$ cat config.mk
export PLATFORM = sky130hd
export DESIGN_NAME = id_ex
export DESIGN_NICKNAME = d
export VERILOG_FILES = /design/src/rtl/id_ex.sv
export SDC_FILE = /design/constraint.sdc
export NUM_CORES = 1
export LEC_CHECK = 0
export CORE_MARGIN = 2
export CORE_UTILIZATION = 40
export CTS_BUF_LIST = sky130_fd_sc_hd__clkbuf_8
export CTS_CLUSTER_SIZE = 12
export DETAILED_ROUTE_END_ITERATION = 6
export PLACE_DENSITY = 0.83
export REMOVE_ABC_BUFFERS = 1
export SETUP_SLACK_MARGIN = 0.02
export SLEW_MARGIN = 20
export SYNTH_ARGS = -nofsm -noshare
export SYNTH_HDL_FRONTEND = slang
export SYNTH_SLANG_ARGS = --single-unit
$ cat constraint.sdc
create_clock -name Clk -period 2.7 [get_ports Clk]
set_input_delay 0.675 -clock Clk [delete_from_list [all_inputs] [get_ports Clk]]
set_output_delay 0.675 -clock Clk [all_outputs]
set_load 0.05 [all_outputs]
$ cat src/rtl/id_ex.sv
// ID->EX pipeline register: captures decoded fields each edge, with stall hold,
// decode-only bubble insertion, flush, an issue-valid flag and an issued-instruction counter.
module id_ex #(
    parameter int DATA_W = 32,
    parameter int CNT_W  = 16
) (
    input  logic              Clk,
    input  logic              Rst_n,
    input  logic              flush_i,
    input  logic              stall_id_i,
    input  logic              stall_ex_i,
    input  logic              id_valid_i,
    input  logic [31:0]       id_pc_i,
    input  logic [7:0]        id_aluop_i,
    input  logic [2:0]        id_alusel_i,
    input  logic [DATA_W-1:0] id_reg1_i,
    input  logic [DATA_W-1:0] id_reg2_i,
    input  logic [4:0]        id_wd_i,
    input  logic              id_wreg_i,
    output logic              ex_valid_o,
    output logic [31:0]       ex_pc_o,
    output logic [7:0]        ex_aluop_o,
    output logic [2:0]        ex_alusel_o,
    output logic [DATA_W-1:0] ex_reg1_o,
    output logic [DATA_W-1:0] ex_reg2_o,
    output logic [4:0]        ex_wd_o,
    output logic              ex_wreg_o,
    output logic [CNT_W-1:0]  issue_cnt_o
);

    typedef struct packed {
        logic [31:0]              pc;
        logic [7:0]               aluop;
        logic [2:0]               alusel;
        logic signed [DATA_W-1:0] reg1;
        logic signed [DATA_W-1:0] reg2;
        logic [4:0]               wd;
        logic                     wreg;
    } ex_fields_t;

    ex_fields_t       id_p0;
    ex_fields_t       ex_p1;
    logic             vld_p1;
    logic [CNT_W-1:0] issue_cnt_p1;

    // A bubble is all-zero: NOP op, NOP select, zero operands, r0 target, write disabled.
    function automatic ex_fields_t bubble();
        return '0;
    endfunction

    function automatic logic [CNT_W-1:0] wrap_inc(input logic [CNT_W-1:0] c);
        return c + CNT_W'(1);
    endfunction

    assign id_p0 = {id_pc_i, id_aluop_i, id_alusel_i, id_reg1_i, id_reg2_i, id_wd_i, id_wreg_i};

    // ---- ID -> EX boundary ----
    always_ff @(posedge Clk) begin
        if (Rst_n) begin
            ex_p1        <= bubble();
            vld_p1       <= 1'b0;
            issue_cnt_p1 <= '0;
        end else if (flush_i) begin
            ex_p1  <= bubble();
            vld_p1 <= 1'b0;
        end else if (!stall_ex_i) begin
            if (stall_id_i) begin
                ex_p1  <= bubble();
                vld_p1 <= 1'b0;
            end else begin
                ex_p1  <= id_p0;
                vld_p1 <= id_valid_i;
                if (id_valid_i) begin
                    issue_cnt_p1 <= wrap_inc(issue_cnt_p1);
                end
            end
        end
    end

    assign ex_valid_o  = vld_p1;
    assign ex_pc_o     = ex_p1.pc;
    assign ex_aluop_o  = ex_p1.aluop;
    assign ex_alusel_o = ex_p1.alusel;
    assign ex_reg1_o   = ex_p1.reg1;
    assign ex_reg2_o   = ex_p1.reg2;
    assign ex_wd_o     = ex_p1.wd;
    assign ex_wreg_o   = ex_p1.wreg;
    assign issue_cnt_o = issue_cnt_p1;

endmodule
==> run_results.csv <==
group,metric,value,unit
status,status,"completed",
timing,fin_ws,0.287,ns
timing,min_period,2.41,ns
cts,clockBufferDepth,2,
global_routing,grt_max_degree,117,
global_routing,gr-total-overflow,0,
floorplan,initial_core_util,0.411,
cts,cts.htree.levels,4,
critical_path,cpMaxStageDelayCell,"clkdlybuf4s50_1",
floorplan,core_area,0.0108,mm²
cts,cts_setup_buffers,0,
global_routing,grt_use_total,0.222,
drt,dr.pass1.iters,5,
logic_synthesis,ys.flop_type,"dfxtp_1",
floorplan,die_h,110,µm
critical_path,criticalPathCategory,"register to output pin",
logic_synthesis,ys_types,27,
power,leakage,2.65,nW
drt,drtIter0Drc,285,
finish,regArea,0.00260,mm²
finish,diodes,0,
cts,clk_latency,0.43,ns
critical_path,r2r-start,"issue_cnt_o[0]",
logic_synthesis,syn_inst,466,
global_routing,grt_pass1_wl,20.8,mm
logic_synthesis,synth_top_area_share,0.584,
worst_hold_path,hp-start,"issue_cnt_o[15]",
cts,cts_resized,0,
finish,multi_input_area,0.00170,mm²
critical_path,startpoint,"issue_cnt_o[5]",
power,p_per_area,573,mW/mm²
placement,dpl_worst_slack,-0.0753,ns
drt,vias,4516,
logic_synthesis,async_reset_ff_frac,0,
cts,cts_tree,"built",
timing,worst_clock_skew,0.00463,ns
critical_path,crit_fanout,5,
timing,tightestPinTransition,0.585,ns
logic_synthesis,postSynthAreaPerCell,9.57,µm²
critical_path,cp.buffers_inverters,1,
critical_path,crit_required,2.03,ns
cts,clkSinkCount,130,
logic_synthesis,yosysMostFrequentCell,"dfxtp_1",
critical_path,critical_path.top_delay_family,"buffers and inverters",
logic_synthesis,synth_area_leaders,"dfxtp_1, a22oi_1, nor2_1",
placement,dp.cells,824,
critical_path,start_kind,"register",
timing,setup_viol,0,
critical_path,worstPathCellList,"clkdlybuf4s50_1",
finish,syn_to_final_growth,68.9,%
logic_synthesis,ys_ff_latch,130,
logic_synthesis,netlist.top_cell.by_area,"dfxtp_1",
critical_path,arrival,1.74,ns
global_routing,grt_antenna_before_repair,0,
drt,drc,0,
drt,wl,13.9,mm
drt,ant_nets,0,
timing,max_freq,414,MHz
timing,fin_tns_setup,0,ns
power,ir_drop,0.327,mV
cts,root_buffer,"clkbuf_8",
finish,finalNonFillerCells,856,
logic_synthesis,synth_edf_count,0,
critical_path,cp-end-kind,"output pin",
placement,finalWeightedCongestion,0.828,
floorplan,die_w,110,µm
logic_synthesis,syn_area,0.00446,mm²
placement,dp_hpwl,9.70,mm
drt,viasPerCell,5.28,
finish,fin_nets,823,
finish,n_fill_cell,808,
cts,clk_pin_slew,0.07,ns
drt,wire_per_inst,16.2,µm
logic_synthesis,ys_warn_count,0,
timing,fin_crit_sh,0.894,
timing,relSlewSlack,0.610,
placement,port_buffers,248,
cts,numCtsBuffers,17,
cts,cts_hold_buf,0,
worst_hold_path,hp-class,"register to register",
timing,report.final.slew_viol_count,0,
timing,grt_setup_unrepaired,"false",
floorplan,io_pins,249,
flow_run,maxCapViolCount,0,
global_routing,grt_pass1_vias,4337,
finish,drive_gt1_frac,0.0642,
logic_synthesis,synthTopCellsByCount,"dfxtp_1, nor2_1, a22oi_1",
timing,hold_violations,0,
floorplan,placementRows,38,
floorplan,dieArea,0.0120,mm²
critical_path,cpPeakStageDelay,0.86,ns
logic_synthesis,yosysSeqAreaShare,0.584,
[power by group]
group / leakage (nW) / total, mW / internal (mW) / switching [mW]
clock network: 0.234 / 1.80 / 1.07 / 0.726
logic: 1.37 / 0.546 / 0.265 / 0.281
registers: 1.05 / 1.97 / 1.95 / 0.0190
[area by class of cell]
type	count	area share
clock buffer	20	0.0366
tap	140	0.0233
inverter	1	0.000499
sequential	130	0.346
multi-input combinational	294	0.226
clock inverter	12	0.0219
timing repair buffer	259	0.346
[tightest hold or removal path, cell delays in order (launching register included)]
cell	delay, ns
dfxtp_1	0.32
o21ai_0	0.07
a21oi_1	0.06
[placed cells by master (no fill, tap or decap), drive strengths merged]
master	n
a21oi	8
a22oi	112
buf	12
bufinv	4
clkbuf	20
clkdlybuf4s50	247
clkinv	3
clkinvlp	1
dfxtp	130
ha	1
inv	5
nand2	7
nand3	3
nand4	6
nor2	125
nor3	1
nor3b	2
nor4	4
nor4b	1
o21ai	3
o31ai	2
or2	1
or3	4
or4	3
or4b	1
xnor2	7
xor2	3
[metal layers]
layer | up-vias | part of all wire | track usage | routed length, µm
met1 | 2136 | 0.36 | 0.242 | 5060
met3 | 36 | 0.10 | 0.0848 | 1390
met5 | - | 0 | 0 | 0
li1 | 2132 | - | - | -
met4 | 0 | 0.033 | 0.112 | 453
met2 | 212 | 0.50 | 0.377 | 6970
[sequential cells by signal, summed over array words and instances, names as in the netlist]
register,count
ex_pc_o,32
ex_wreg_o,1
ex_reg1_o,32
ex_wd_o,5
ex_reg2_o,32
ex_valid_o,1
ex_alusel_o,3
issue_cnt_o,16
ex_aluop_o,8
[final timing paths]
| kind | end | slack, ns | cells past startpoint |
|---|---|---|---|
| worst max-delay path | issue_cnt_o[5] | 0.29 | 1 |
| worst min-delay path | issue_cnt_o[15] | 0.49 | 2 |
| worst max register to register | issue_cnt_o[12] | 0.78 | 5 |
| worst min register to register | issue_cnt_o[15] | 0.49 | 2 |
[logic make-up (layout without fill, tap and decap cells)]
logic type	after synthesis	count (layout)	share of synthesized area
xor gates and xnor gates	10	10	0.0196
and+or+nand+nor	158	158	0.152
buffers and inverters	42	292	0.0370
adders and majority gates	1	1	0.00281
AOI/OAI and AO/OA	125	125	0.204
DFF	130	130	0.584
[through the flow]
step / utilization / instance area (µm²) / hold slack [ns] / power (mW)
after detailed placement: 0.654 / 7090 / 0.480 / 2.56
after global routing: 0.695 / 7530 / 0.519 / 4.47
after global placement: 0.651 / 7060 / 0.472 / 2.54
after floorplan: - / 4300 / 0.702 / 2.24
after CTS: 0.695 / 7530 / 0.490 / 4.36
final: 0.695 / 7530 / 0.487 / 4.31
Note: power is estimated with default switching activity, not from simulation.
